[src/rtl/x_ctrl_pkg.sv]
// x_ctrl_pkg: shared opcode/funct3 constants, forwarding history entry type
// and the register-usage decode used by the execute-stage control unit.
package x_ctrl_pkg;

  // RV32 major opcodes used by X-stage control
  localparam logic [6:0] OP_REG    = 7'b0110011;
  localparam logic [6:0] OP_IMM    = 7'b0010011;
  localparam logic [6:0] OP_LOAD   = 7'b0000011;
  localparam logic [6:0] OP_STORE  = 7'b0100011;
  localparam logic [6:0] OP_BRANCH = 7'b1100011;
  localparam logic [6:0] OP_JAL    = 7'b1101111;
  localparam logic [6:0] OP_JALR   = 7'b1100111;
  localparam logic [6:0] OP_AUIPC  = 7'b0010111;
  localparam logic [6:0] OP_SYSTEM = 7'b1110011;

  // Branch funct3
  localparam logic [2:0] F3_BEQ  = 3'b000;
  localparam logic [2:0] F3_BNE  = 3'b001;
  localparam logic [2:0] F3_BLT  = 3'b100;
  localparam logic [2:0] F3_BGE  = 3'b101;
  localparam logic [2:0] F3_BLTU = 3'b110;
  localparam logic [2:0] F3_BGEU = 3'b111;

  // Store funct3
  localparam logic [2:0] F3_SB = 3'b000;
  localparam logic [2:0] F3_SH = 3'b001;
  localparam logic [2:0] F3_SW = 3'b010;

  // CSR read/write variant is the only CSR form that reads rs1 here
  localparam logic [2:0] F3_CSRRW = 3'b001;

  // Forward-select value meaning "take the register file"
  localparam int FWD_RF = 0;

  // One retired X instruction as remembered for forwarding
  typedef struct packed {
    logic       valid;
    logic       is_load;
    logic [4:0] rd;
  } hist_entry_t;

  typedef struct packed {
    logic uses_rs1;
    logic uses_rs2;
    logic writes_rd;
  } rs_use_t;

  // Which source registers an instruction reads and whether it writes rd
  function automatic rs_use_t decode_rs_use(input logic [6:0] opcode,
                                            input logic [2:0] funct3,
                                            input logic [4:0] rd);
    rs_use_t u;
    u.uses_rs1  = (opcode == OP_REG)   || (opcode == OP_IMM)    ||
                  (opcode == OP_LOAD)  || (opcode == OP_STORE)  ||
                  (opcode == OP_BRANCH) || (opcode == OP_JALR)  ||
                  ((opcode == OP_SYSTEM) && (funct3 == F3_CSRRW));
    u.uses_rs2  = (opcode == OP_REG) || (opcode == OP_STORE) || (opcode == OP_BRANCH);
    u.writes_rd = (opcode != OP_BRANCH) && (opcode != OP_STORE) && (rd != 5'd0);
    return u;
  endfunction

endpackage

[src/rtl/x_fwd_history.sv]
// x_fwd_history: shift register of the last FWD_DEPTH retired X instructions
// with a youngest-first priority match producing the rs1/rs2 forward selects.
module x_fwd_history
  import x_ctrl_pkg::*;
#(
  parameter int FWD_DEPTH = 2,
  parameter int FSEL_W    = 2
) (
  input  logic              clk,
  input  logic              reset_n,
  input  logic              stall,
  input  hist_entry_t       push,
  input  logic [4:0]        rs1,
  input  logic [4:0]        rs2,
  input  logic              use_rs1,
  input  logic              use_rs2,
  output logic [FSEL_W-1:0] a_fwd_sel,
  output logic [FSEL_W-1:0] b_fwd_sel,
  output hist_entry_t       youngest
);

  // Entry 1 is the youngest retired instruction
  hist_entry_t hist [1:FWD_DEPTH];

  // Shift in the instruction leaving X; a stalled X leaves the history untouched
  always_ff @(posedge clk or negedge reset_n) begin
    if (!reset_n) begin
      for (int k = 1; k <= FWD_DEPTH; k++) hist[k] <= '0;
    end else if (!stall) begin
      hist[1] <= push;
      for (int k = 2; k <= FWD_DEPTH; k++) hist[k] <= hist[k-1];
    end
  end

  // Scanning oldest to youngest lets the youngest matching producer win
  always_comb begin
    a_fwd_sel = FSEL_W'(FWD_RF);
    b_fwd_sel = FSEL_W'(FWD_RF);
    for (int k = FWD_DEPTH; k >= 1; k--) begin
      if (use_rs1 && (rs1 != 5'd0) && hist[k].valid && (hist[k].rd == rs1))
        a_fwd_sel = FSEL_W'(k);
      if (use_rs2 && (rs2 != 5'd0) && hist[k].valid && (hist[k].rd == rs2))
        b_fwd_sel = FSEL_W'(k);
    end
  end

  assign youngest = hist[1];

endmodule

[src/rtl/x_fwd_ctrl.sv]
// x_fwd_ctrl: RV32 execute-stage control. Resolves branches/jumps, drives the
// multi-cycle flush, builds store lanes/enables, selects ALU operands and
// derives forward selects from an internal history of retired X instructions.
// Optional build macro X_LOAD_USE_STALL_EN adds load-use detection; without it
// load_use_stall is tied low.
module x_fwd_ctrl
  import x_ctrl_pkg::*;
#(
  parameter  int FWD_DEPTH    = 2,
  parameter  int FLUSH_CYCLES = 1,
  localparam int FSEL_W       = $clog2(FWD_DEPTH + 1)
) (
  input  logic              clk,
  input  logic              reset_n,
  input  logic              stall,
  input  logic              x_valid,
  input  logic [31:0]       x_inst,
  input  logic              br_eq,
  input  logic              br_lt,
  input  logic [1:0]        addr_offset,
  input  logic [31:0]       rs2_data,
  output logic [FSEL_W-1:0] a_fwd_sel,
  output logic [FSEL_W-1:0] b_fwd_sel,
  output logic              a_sel,
  output logic              b_sel,
  output logic              br_un,
  output logic              pc_sel,
  output logic              branch_taken,
  output logic              flush,
  output logic              dmem_re,
  output logic [3:0]        mem_we,
  output logic [31:0]       store_data,
  output logic              load_use_stall
);

  // Wide enough for FLUSH_CYCLES-1 up to 2
  localparam int CNT_W = 2;

  logic [6:0]        opcode;
  logic [2:0]        funct3;
  logic [4:0]        rd;
  logic [4:0]        rs1;
  logic [4:0]        rs2;
  rs_use_t           rs_use;
  logic [CNT_W-1:0]  flush_cnt;
  logic              flush_hold;
  logic              lu_hit;
  logic              live;
  logic              cond;
  logic              taken;
  logic              redirect;
  hist_entry_t       push;
  hist_entry_t       youngest;
  logic [FSEL_W-1:0] a_fwd_raw;
  logic [FSEL_W-1:0] b_fwd_raw;
  logic [3:0]        mem_we_raw;
  logic [31:0]       store_data_raw;
  logic              unused_inst;

  assign opcode = x_inst[6:0];
  assign rd     = x_inst[11:7];
  assign funct3 = x_inst[14:12];
  assign rs1    = x_inst[19:15];
  assign rs2    = x_inst[24:20];

  // funct7/upper immediate bits carry no control meaning in X
  assign unused_inst = ^x_inst[31:25];

  assign rs_use     = decode_rs_use(opcode, funct3, rd);
  assign flush_hold = (flush_cnt != '0);

`ifdef X_LOAD_USE_STALL_EN
  // A consumer of the load sitting in entry 1 is turned into a bubble for one cycle
  assign lu_hit = x_valid && !flush_hold && youngest.is_load &&
                  ((a_fwd_raw == FSEL_W'(1)) || (b_fwd_raw == FSEL_W'(1)));
`else
  logic unused_youngest;
  assign unused_youngest = ^youngest;
  assign lu_hit          = 1'b0;
`endif

  assign live = x_valid && !flush_hold && !lu_hit;

  // Branch condition from the comparator flags; undefined funct3 never takes
  always_comb begin
    cond = 1'b0;
    case (funct3)
      F3_BEQ:  cond = br_eq;
      F3_BNE:  cond = !br_eq;
      F3_BLT:  cond = br_lt;
      F3_BGE:  cond = !br_lt;
      F3_BLTU: cond = br_lt;
      F3_BGEU: cond = !br_lt;
      default: cond = 1'b0;
    endcase
  end

  assign taken    = live && (opcode == OP_BRANCH) && cond;
  assign redirect = taken || (live && ((opcode == OP_JAL) || (opcode == OP_JALR)));

  // Entry pushed into the history when X advances; non-live slots become bubbles
  always_comb begin
    push       = '0;
    push.valid = live && rs_use.writes_rd;
    push.rd    = rd;
`ifdef X_LOAD_USE_STALL_EN
    push.is_load = (opcode == OP_LOAD);
`endif
  end

  x_fwd_history #(
    .FWD_DEPTH (FWD_DEPTH),
    .FSEL_W    (FSEL_W)
  ) u_hist (
    .clk       (clk),
    .reset_n   (reset_n),
    .stall     (stall),
    .push      (push),
    .rs1       (rs1),
    .rs2       (rs2),
    .use_rs1   (rs_use.uses_rs1),
    .use_rs2   (rs_use.uses_rs2),
    .a_fwd_sel (a_fwd_raw),
    .b_fwd_sel (b_fwd_raw),
    .youngest  (youngest)
  );

  // Flush countdown: a redirect arms the extra flush cycles, stall freezes it
  always_ff @(posedge clk or negedge reset_n) begin
    if (!reset_n) begin
      flush_cnt <= '0;
    end else if (!stall) begin
      if (redirect)
        flush_cnt <= CNT_W'(FLUSH_CYCLES - 1);
      else if (flush_hold)
        flush_cnt <= flush_cnt - CNT_W'(1);
    end
  end

  // Store lane placement; misaligned SH/SW suppress the write but SH data
  // still follows addr_offset[1]
  always_comb begin
    mem_we_raw     = 4'b0000;
    store_data_raw = rs2_data;
    if (opcode == OP_STORE) begin
      case (funct3)
        F3_SB: begin
          mem_we_raw     = 4'b0001 << addr_offset;
          store_data_raw = {24'h0, rs2_data[7:0]} << {addr_offset, 3'b000};
        end
        F3_SH: begin
          mem_we_raw     = addr_offset[0] ? 4'b0000 :
                           (addr_offset[1] ? 4'b1100 : 4'b0011);
          store_data_raw = addr_offset[1] ? {rs2_data[15:0], 16'h0} :
                                            {16'h0, rs2_data[15:0]};
        end
        F3_SW: begin
          mem_we_raw = (addr_offset == 2'b00) ? 4'b1111 : 4'b0000;
        end
        default: ;
      endcase
    end
  end

  // Output drive; everything reads as zero while reset is held
  always_comb begin
    a_fwd_sel      = '0;
    b_fwd_sel      = '0;
    a_sel          = 1'b0;
    b_sel          = 1'b0;
    br_un          = 1'b0;
    pc_sel         = 1'b0;
    branch_taken   = 1'b0;
    flush          = 1'b0;
    dmem_re        = 1'b0;
    mem_we         = 4'b0000;
    store_data     = '0;
    load_use_stall = 1'b0;
    if (reset_n) begin
      a_fwd_sel      = a_fwd_raw;
      b_fwd_sel      = b_fwd_raw;
      a_sel          = (opcode == OP_BRANCH) || (opcode == OP_JAL) || (opcode == OP_AUIPC);
      b_sel          = (opcode != OP_REG);
      br_un          = (opcode == OP_BRANCH) && ((funct3 == F3_BLTU) || (funct3 == F3_BGEU));
      pc_sel         = redirect;
      branch_taken   = taken;
      flush          = redirect || flush_hold;
      dmem_re        = live && (opcode == OP_LOAD);
      mem_we         = live ? mem_we_raw : 4'b0000;
      store_data     = store_data_raw;
      load_use_stall = lu_hit;
    end
  end

endmodule
[config.mk]
export PLATFORM = sky130hd
export DESIGN_NAME = x_fwd_ctrl
export DESIGN_NICKNAME = d
export VERILOG_FILES = /design/src/rtl/x_ctrl_pkg.sv /design/src/rtl/x_fwd_history.sv /design/src/rtl/x_fwd_ctrl.sv
export SDC_FILE = /design/constraint.sdc
export NUM_CORES = 1
export LEC_CHECK = 0
export BUFFER_PORTS_ARGS = -buffer_cell sky130_fd_sc_hd__buf_2
export CAP_MARGIN = 20
export CORE_AREA = 4 4 68 70
export CTS_CLUSTER_SIZE = 12
export DETAILED_ROUTE_END_ITERATION = 8
export DIE_AREA = 0 0 72 74
export PLACE_DENSITY_LB_ADDON = 0.1
export SLEW_MARGIN = 20
export SYNTH_ARGS = -nofsm -noshare
export SYNTH_HDL_FRONTEND = slang
export SYNTH_SLANG_ARGS = --single-unit
[constraint.sdc]
create_clock -name clk -period 5.5 [get_ports clk]
set_clock_uncertainty 0.15 [all_clocks]
set_input_delay 1.1 -clock clk [delete_from_list [all_inputs] [get_ports clk]]
set_output_delay 1.1 -clock clk [all_outputs]
set_load 0.01 [all_outputs]
==> qor.yml, run 1 <==
sta:
  worstMarginPinSlew_ns: 0.676
  finalHoldViolCount: 0
  setup_viol: 0
  max_freq_ghz: 0.250
  rsz0062_at_grt: "no"
  slew-limit-headroom_pct: 54.9
  period_needed_ns: 4.00
  slew_violations: 0
  worst_slack_ns: 1.50
  finalCritPeriodShare_pct: 72.6
  setup_tns_ns: 0
synthesis:
  syn_area_um2: 1730
  syn_inst: 222
  yosysWarnings: 0
  synth.area.top_cells: "dfrtp_1, xor2_1, mux2_2"
  synth-compound-area-share_pct: 20.9
  synth_top_family_by_area: "simple AND/OR/NAND/NOR gates"
  yosysTopAreaCellShare_pct: 20.2
  post-synth-top-area-cell: "dfrtp_1"
  synth_edf_count: 0
  synth_most_common_cell: "nand2_1"
  yosys-top-cells-count: "nand2_1, a21oi_1, xor2_1"
  synth_adder_area_share_pct: 0.722
  syn_avg_cell_area_um2: 7.81
  synth_fp_nets: 295
  ys.flop_type: "dfrtp_1"
  yosys.area_share.simple_pct: 34.3
  async_reset_ff_share_pct: 100
  ys_ff_latch: 14
  synthMuxAreaShare_pct: 7.15
  yosys.area_share.xor_xnor_pct: 11.6
  yosysUniqueCellTypes: 50
  synth_seq_area_share_pct: 20.2
clock_tree:
  clk_pin_slew_ns: 0.05
  numCtsBuffers: 3
  cts_hold_buf: 0
  htree_levels: 1
  clk_latency_ns: 0.25
  cts_setup_buffers: 0
  cts_resized: 0
  cts_tree: "built"
  cts_root_buf: "clkbuf_8"
  clk_path_buf_depth: 2
  clkSinkCount: 14
placement:
  port_buffers: 111
  dp_hpwl_um: 4590
  post-place-ws_ns: 1.46
  routabilityCongestion: 0.873
drt:
  remaining_drc_errors: 0
  vias: 2047
  vias_per_cell: 5.47
  post_drt_wl_per_cell_um: 15.0
  drt_iter0_markers: 141
  dr.max_layer_used: "met4"
  route.met3.wl_um: 381
  ant_nets: 0
  wl_um: 5630
  wl_met2_um: 2750
  first_pass_iters: 4
  wl_met1_um: 2460
floorplan:
  rows: 23
  die_h_um: 74
  io_pins: 120
  die_area_um2: 5330
  die_w_um: 72
  core_um2: 3970
  initial_core_util_pct: 43.6
worst_setup_path:
  regToRegStartpoint: "flush_cnt[1]"
  crit_start: "reset_n"
  cp_data_arrival_time_ns: 2.75
  critPathMaxStageDelay_ns: 0.50
  path_cells: "buf_2 -> inv_1 -> a41oi_2 -> a22o_1 -> buf_2"
  worst-r2r-setup-slack_ns: 4.13
  cpLargestDelayFamily: "buffers and inverters"
  start_kind: "input pin"
  critical_path_peak_fanout: 22
  crit_path_top_delay_cell: "a41oi_2"
  crit_required_ns: 4.25
  crit_top_cell: "buf_2"
  crit_buf_inv: 3
  critPathCaptureType: "output port"
  path_class: "input pin to output port"
cells_and_area:
  fillers: 389
  antenna_cells: 0
  final_nets: 398
  syn2layout_area_growth_pct: 35.1
  drive_gt1_share_pct: 41.7
min_path:
  hold_class: "flip-flop to flip-flop"
  hold_start: "flush_cnt[0]"
power:
  p_per_area_nw_per_um2: 179
  leakagePower_nw: 1.18
  vdd_drop_max_mv: 0.185
global_routing:
  grt_max_degree: 26
  grt_overflow: 0
  antenna_found_initial: 0
  grt_pass1_vias: 1909
  grt_use_total_pct: 21.1
  grt_pass1_wl_um: 9250
run_status:
  status: "finished clean"
flow_run:
  maxCapViolCount: 0
==> state kept, by name (all words and copies together) (netlist names) <==
register	count
u_hist.youngest	6
u_hist.hist	6
flush_cnt	2
==> path summary, 6_finish.rpt <==
path / to / cells past startpoint
setup reg to reg: u_hist.youngest[6] / 5
hold reg to reg: flush_cnt[0] / 1
min in group asynchronous: u_hist.hist[2] / 1
hold / removal: flush_cnt[0] / 1
max in group asynchronous: u_hist.youngest[0] / 1
setup / recovery: store_data[11] / 5
==> final cells by class <==
class / instances / area, µm² / share of cell area, %
Timing Repair Buffer: 111 / 556 / 23.7
Inverter: 5 / 18.8 / 0.802
Clock buffer: 4 / 55.1 / 2.35
Multi-Input combinational cell: 190 / 1300 / 55.5
Sequential cell: 14 / 350 / 15.0
Tap cell: 50 / 62.6 / 2.67
==> worst reg2reg max path, cell delays in order (launching register included) <==
cell and delay [ns]:
dfrtp_1 0.38, inv_1 0.08, ha_1 0.23, o211ai_1 0.12
a211oi_1 0.24, a21o_1 0.12
==> routing by layer <==
metal	vias to the layer above	GRT usage [%]
met5	-	0
met4	0	3.97
met3	4	2.30
met2	83	36.9
met1	937	28.6
li1	1023	-
==> where the power goes <==
| group | total, mW | internal [mW] | leakage, nW | switching (mW) |
|---|---|---|---|---|
| clock network | 0.101 | 0.0635 | 0.0288 | 0.0371 |
| logic | 0.175 | 0.0833 | 0.987 | 0.0919 |
| registers | 0.143 | 0.124 | 0.167 | 0.0197 |
| total | 0.419 | 0.271 | 1.18 | 0.149 |
==> layout by cell type (no fill, tap or decap), types with 2 or more instances in the layout <==
master	Yosys	routed
a211oi_1	2	2
a21oi_1	19	19
a22o_1	8	8
a22oi_1	9	9
a31oi_1	3	3
and2_1	9	9
and3_1	5	5
and4b_1	2	2
buf_2	4	111
clkbuf_8	0	4
dfrtp_1	14	14
inv_1	5	5
mux2_2	11	11
nand2_1	21	21
nand2b_1	2	2
nand3_1	12	12
nand4_1	4	4
nor2_1	10	10
nor2b_1	3	3
nor3_1	7	7
nor4_1	4	4
nor4b_1	2	2
o211ai_1	2	2
o21ai_0	3	3
or3_1	8	8
or4_1	2	2
xnor2_1	8	8
xor2_1	15	15
==> per-stage QoR <==
| stage | total power [mW] | utilization [%] | std cells | instance area [µm²] | hold slack, ns |
|---|---|---|---|---|---|
| after global placement | 0.315 | 57.6 | 370 | 2290 | 0.321 |
| after CTS | 0.423 | 58.9 | 374 | 2340 | 0.332 |
| after floorplan | 0.248 | - | 222 | 1730 | 0.299 |
| after detailed placement | 0.320 | 57.6 | 370 | 2290 | 0.322 |
| after global routing | 0.451 | 58.9 | 374 | 2340 | 0.367 |
| final | 0.419 | 58.9 | 374 | 2340 | 0.327 |
==> logic make-up (layout without fill, tap and decap cells) <==
group,after synthesis,in the layout
AND/OR/NAND/NOR,101,101
AO/OA/AOI/OAI,53,53
XOR/XNOR,23,23
buffers and inverters,18,120
flip-flops,14,14
multiplexers,11,11
adder cells (fa/ha/maj),1,1
other,1,1
(Power assumes the default switching activity.)
==> run 2: changes to the inputs <==
--- a/config.mk
+++ b/config.mk
@@ -7,10 +7,10 @@
 export LEC_CHECK = 0
 export BUFFER_PORTS_ARGS = -buffer_cell sky130_fd_sc_hd__buf_2
 export CAP_MARGIN = 20
-export CORE_AREA = 4 4 68 70
+export CORE_AREA = 4 4 73 75
 export CTS_CLUSTER_SIZE = 12
 export DETAILED_ROUTE_END_ITERATION = 8
-export DIE_AREA = 0 0 72 74
+export DIE_AREA = 0 0 77 79
 export PLACE_DENSITY_LB_ADDON = 0.1
 export SLEW_MARGIN = 20
 export SYNTH_ARGS = -nofsm -noshare
==> constraint.sdc (replaced) <==
create_clock -name clk -period 3.2 [get_ports clk]
set_clock_uncertainty 0.15 [all_clocks]
set_input_delay 0.64 -clock clk [delete_from_list [all_inputs] [get_ports clk]]
set_output_delay 0.64 -clock clk [all_outputs]
set_load 0.01 [all_outputs]
==> qor.yml, run 2 (synthesis gave the netlist of run 1 again) <==
floorplan:
  die_h_um: 79
  io_pins: 120
  die_area_um2: 6080
  core_um2: 4660
  initial_core_util_pct: 37.2
  die_w_um: 77
  rows: 25
min_path:
  hold_class: "input pin to async pin"
clock_tree:
  clk_pin_slew_ns: 0.06
  cts_setup_buffers: 0
  clk_path_buf_depth: 2
  clkSinkCount: 14
  cts_root_buf: "clkbuf_8"
  cts_tree: "built"
  cts_resized: 0
  numCtsBuffers: 3
  htree_levels: 1
  clk_latency_ns: 0.24
  cts_hold_buf: 0
cells_and_area:
  final_nets: 407
  antenna_cells: 0
  final_design_area_no_fill_um2: 2400
  final_common_cell: "buf_2"
  fillers: 477
  final_cell_mix: "buf_2, nand2_1, a21oi_1, xor2_1, dfrtp_1"
  drive_gt1_share_pct: 43.1
  seq_area_um2: 350
  syn2layout_area_growth_pct: 38.5
  utilization_pct: 51.5
  multi_input_area_um2: 1300
drt:
  wl_met2_um: 2900
  dr.max_layer_used: "met4"
  remaining_drc_errors: 0
  route.met3.wl_um: 500
  drt_iter0_markers: 81
  post_drt_wl_per_cell_um: 15.8
  first_pass_iters: 4
  wl_um: 6090
  vias: 2060
  vias_per_cell: 5.34
  wl_met1_um: 2640
  ant_nets: 0
worst_setup_path:
  regToRegStartpoint: "flush_cnt[0]"
  start_kind: "input pin"
  cp_data_arrival_time_ns: 2.13
  reg2regPathDepth: 5
  path_class: "input pin to output port"
  timing.rr.end: "u_hist.youngest[6]"
  critical_path_peak_fanout: 11
  critPathCaptureType: "output port"
  crit_required_ns: 2.41
  worst-r2r-setup-slack_ns: 1.85
sta:
  max_freq_ghz: 0.342
  finalHoldViolCount: 0
  setup_viol: 0
  slew-limit-headroom_pct: 65.7
  setup_tns_ns: 0
  rsz0062_at_grt: "no"
  slew_violations: 0
  worstMarginPinSlew_ns: 0.513
  period_needed_ns: 2.92
  finalCritPeriodShare_pct: 91.3
global_routing:
  grt_pass1_wl_um: 9850
  grt_use_total_pct: 19.6
  antenna_found_initial: 0
  grt_max_degree: 18
  grt_pass1_vias: 2027
  grt_overflow: 0
power:
  leakagePower_nw: 1.22
  p_total_mw: 0.697
  vdd_drop_max_mv: 0.333
  p_per_area_nw_per_um2: 290
run_status:
  status: "finished clean"
flow_run:
  maxCapViolCount: 0
placement:
  postPlaceCellArea_um2: 2360
  routabilityCongestion: 0.812
  port_buffers: 111
  dp_hpwl_um: 4990
==> run 2: worst max-delay path by stage <==
| stage | to | from | slack, ns |
|---|---|---|---|
| after floorplan | store_data[29] | x_inst[2] | 0.59 |
| after global placement | a_fwd_sel[1] | x_inst[12] | 0.28 |
| after detailed placement | a_fwd_sel[1] | x_inst[12] | 0.26 |
| after CTS | a_fwd_sel[1] | x_inst[12] | 0.26 |
| after global routing | store_data[29] | x_inst[2] | 0.11 |
| final | a_fwd_sel[1] | x_inst[12] | 0.28 |
==> run 2: where the power goes <==
| part | internal (mW) | switching [mW] | total [mW] |
|---|---|---|---|
| Sequential | 0.213 | 0.0357 | 0.249 |
| Combinational | 0.148 | 0.160 | 0.308 |
| Clock | 0.0830 | 0.0572 | 0.140 |
| Total | 0.444 | 0.253 | 0.697 |
==> run 2: per-layer routing <==
metal | vias up | global-route usage (%)
met2 | 91 | 34.5
li1 | 1039 | -
met3 | 6 | 4.99
met4 | 0 | 4.45
met5 | - | 0
met1 | 924 | 24.1
==> run 2: metrics by stage <==
step | hold WS, ns | instances | worst slack [ns]
global placement | 0.320 | 383 | 0.284
global route | 0.179 | 386 | 0.107
CTS | 0.169 | 386 | 0.261
finish | 0.169 | 386 | 0.279
floorplan | 0.194 | 222 | 0.593
detailed placement | 0.325 | 383 | 0.261
==> run 2: critical path, stage by stage <==
cell and delay (ns):
buf_2 0.22, and4b_1 0.22, a211oi_1 0.06, a2111oi_0 0.44, buf_4 0.20, nor4b_2 0.18, buf_2 0.18
==> run 2: cell type report <==
class | instances | share of cell area (%)
sequential | 14 | 14.6
clock buffer | 3 | 1.72
inverter | 5 | 0.782
multi-input combinational | 190 | 54.1
tap | 54 | 2.82
timing repair buffer | 120 | 26.0
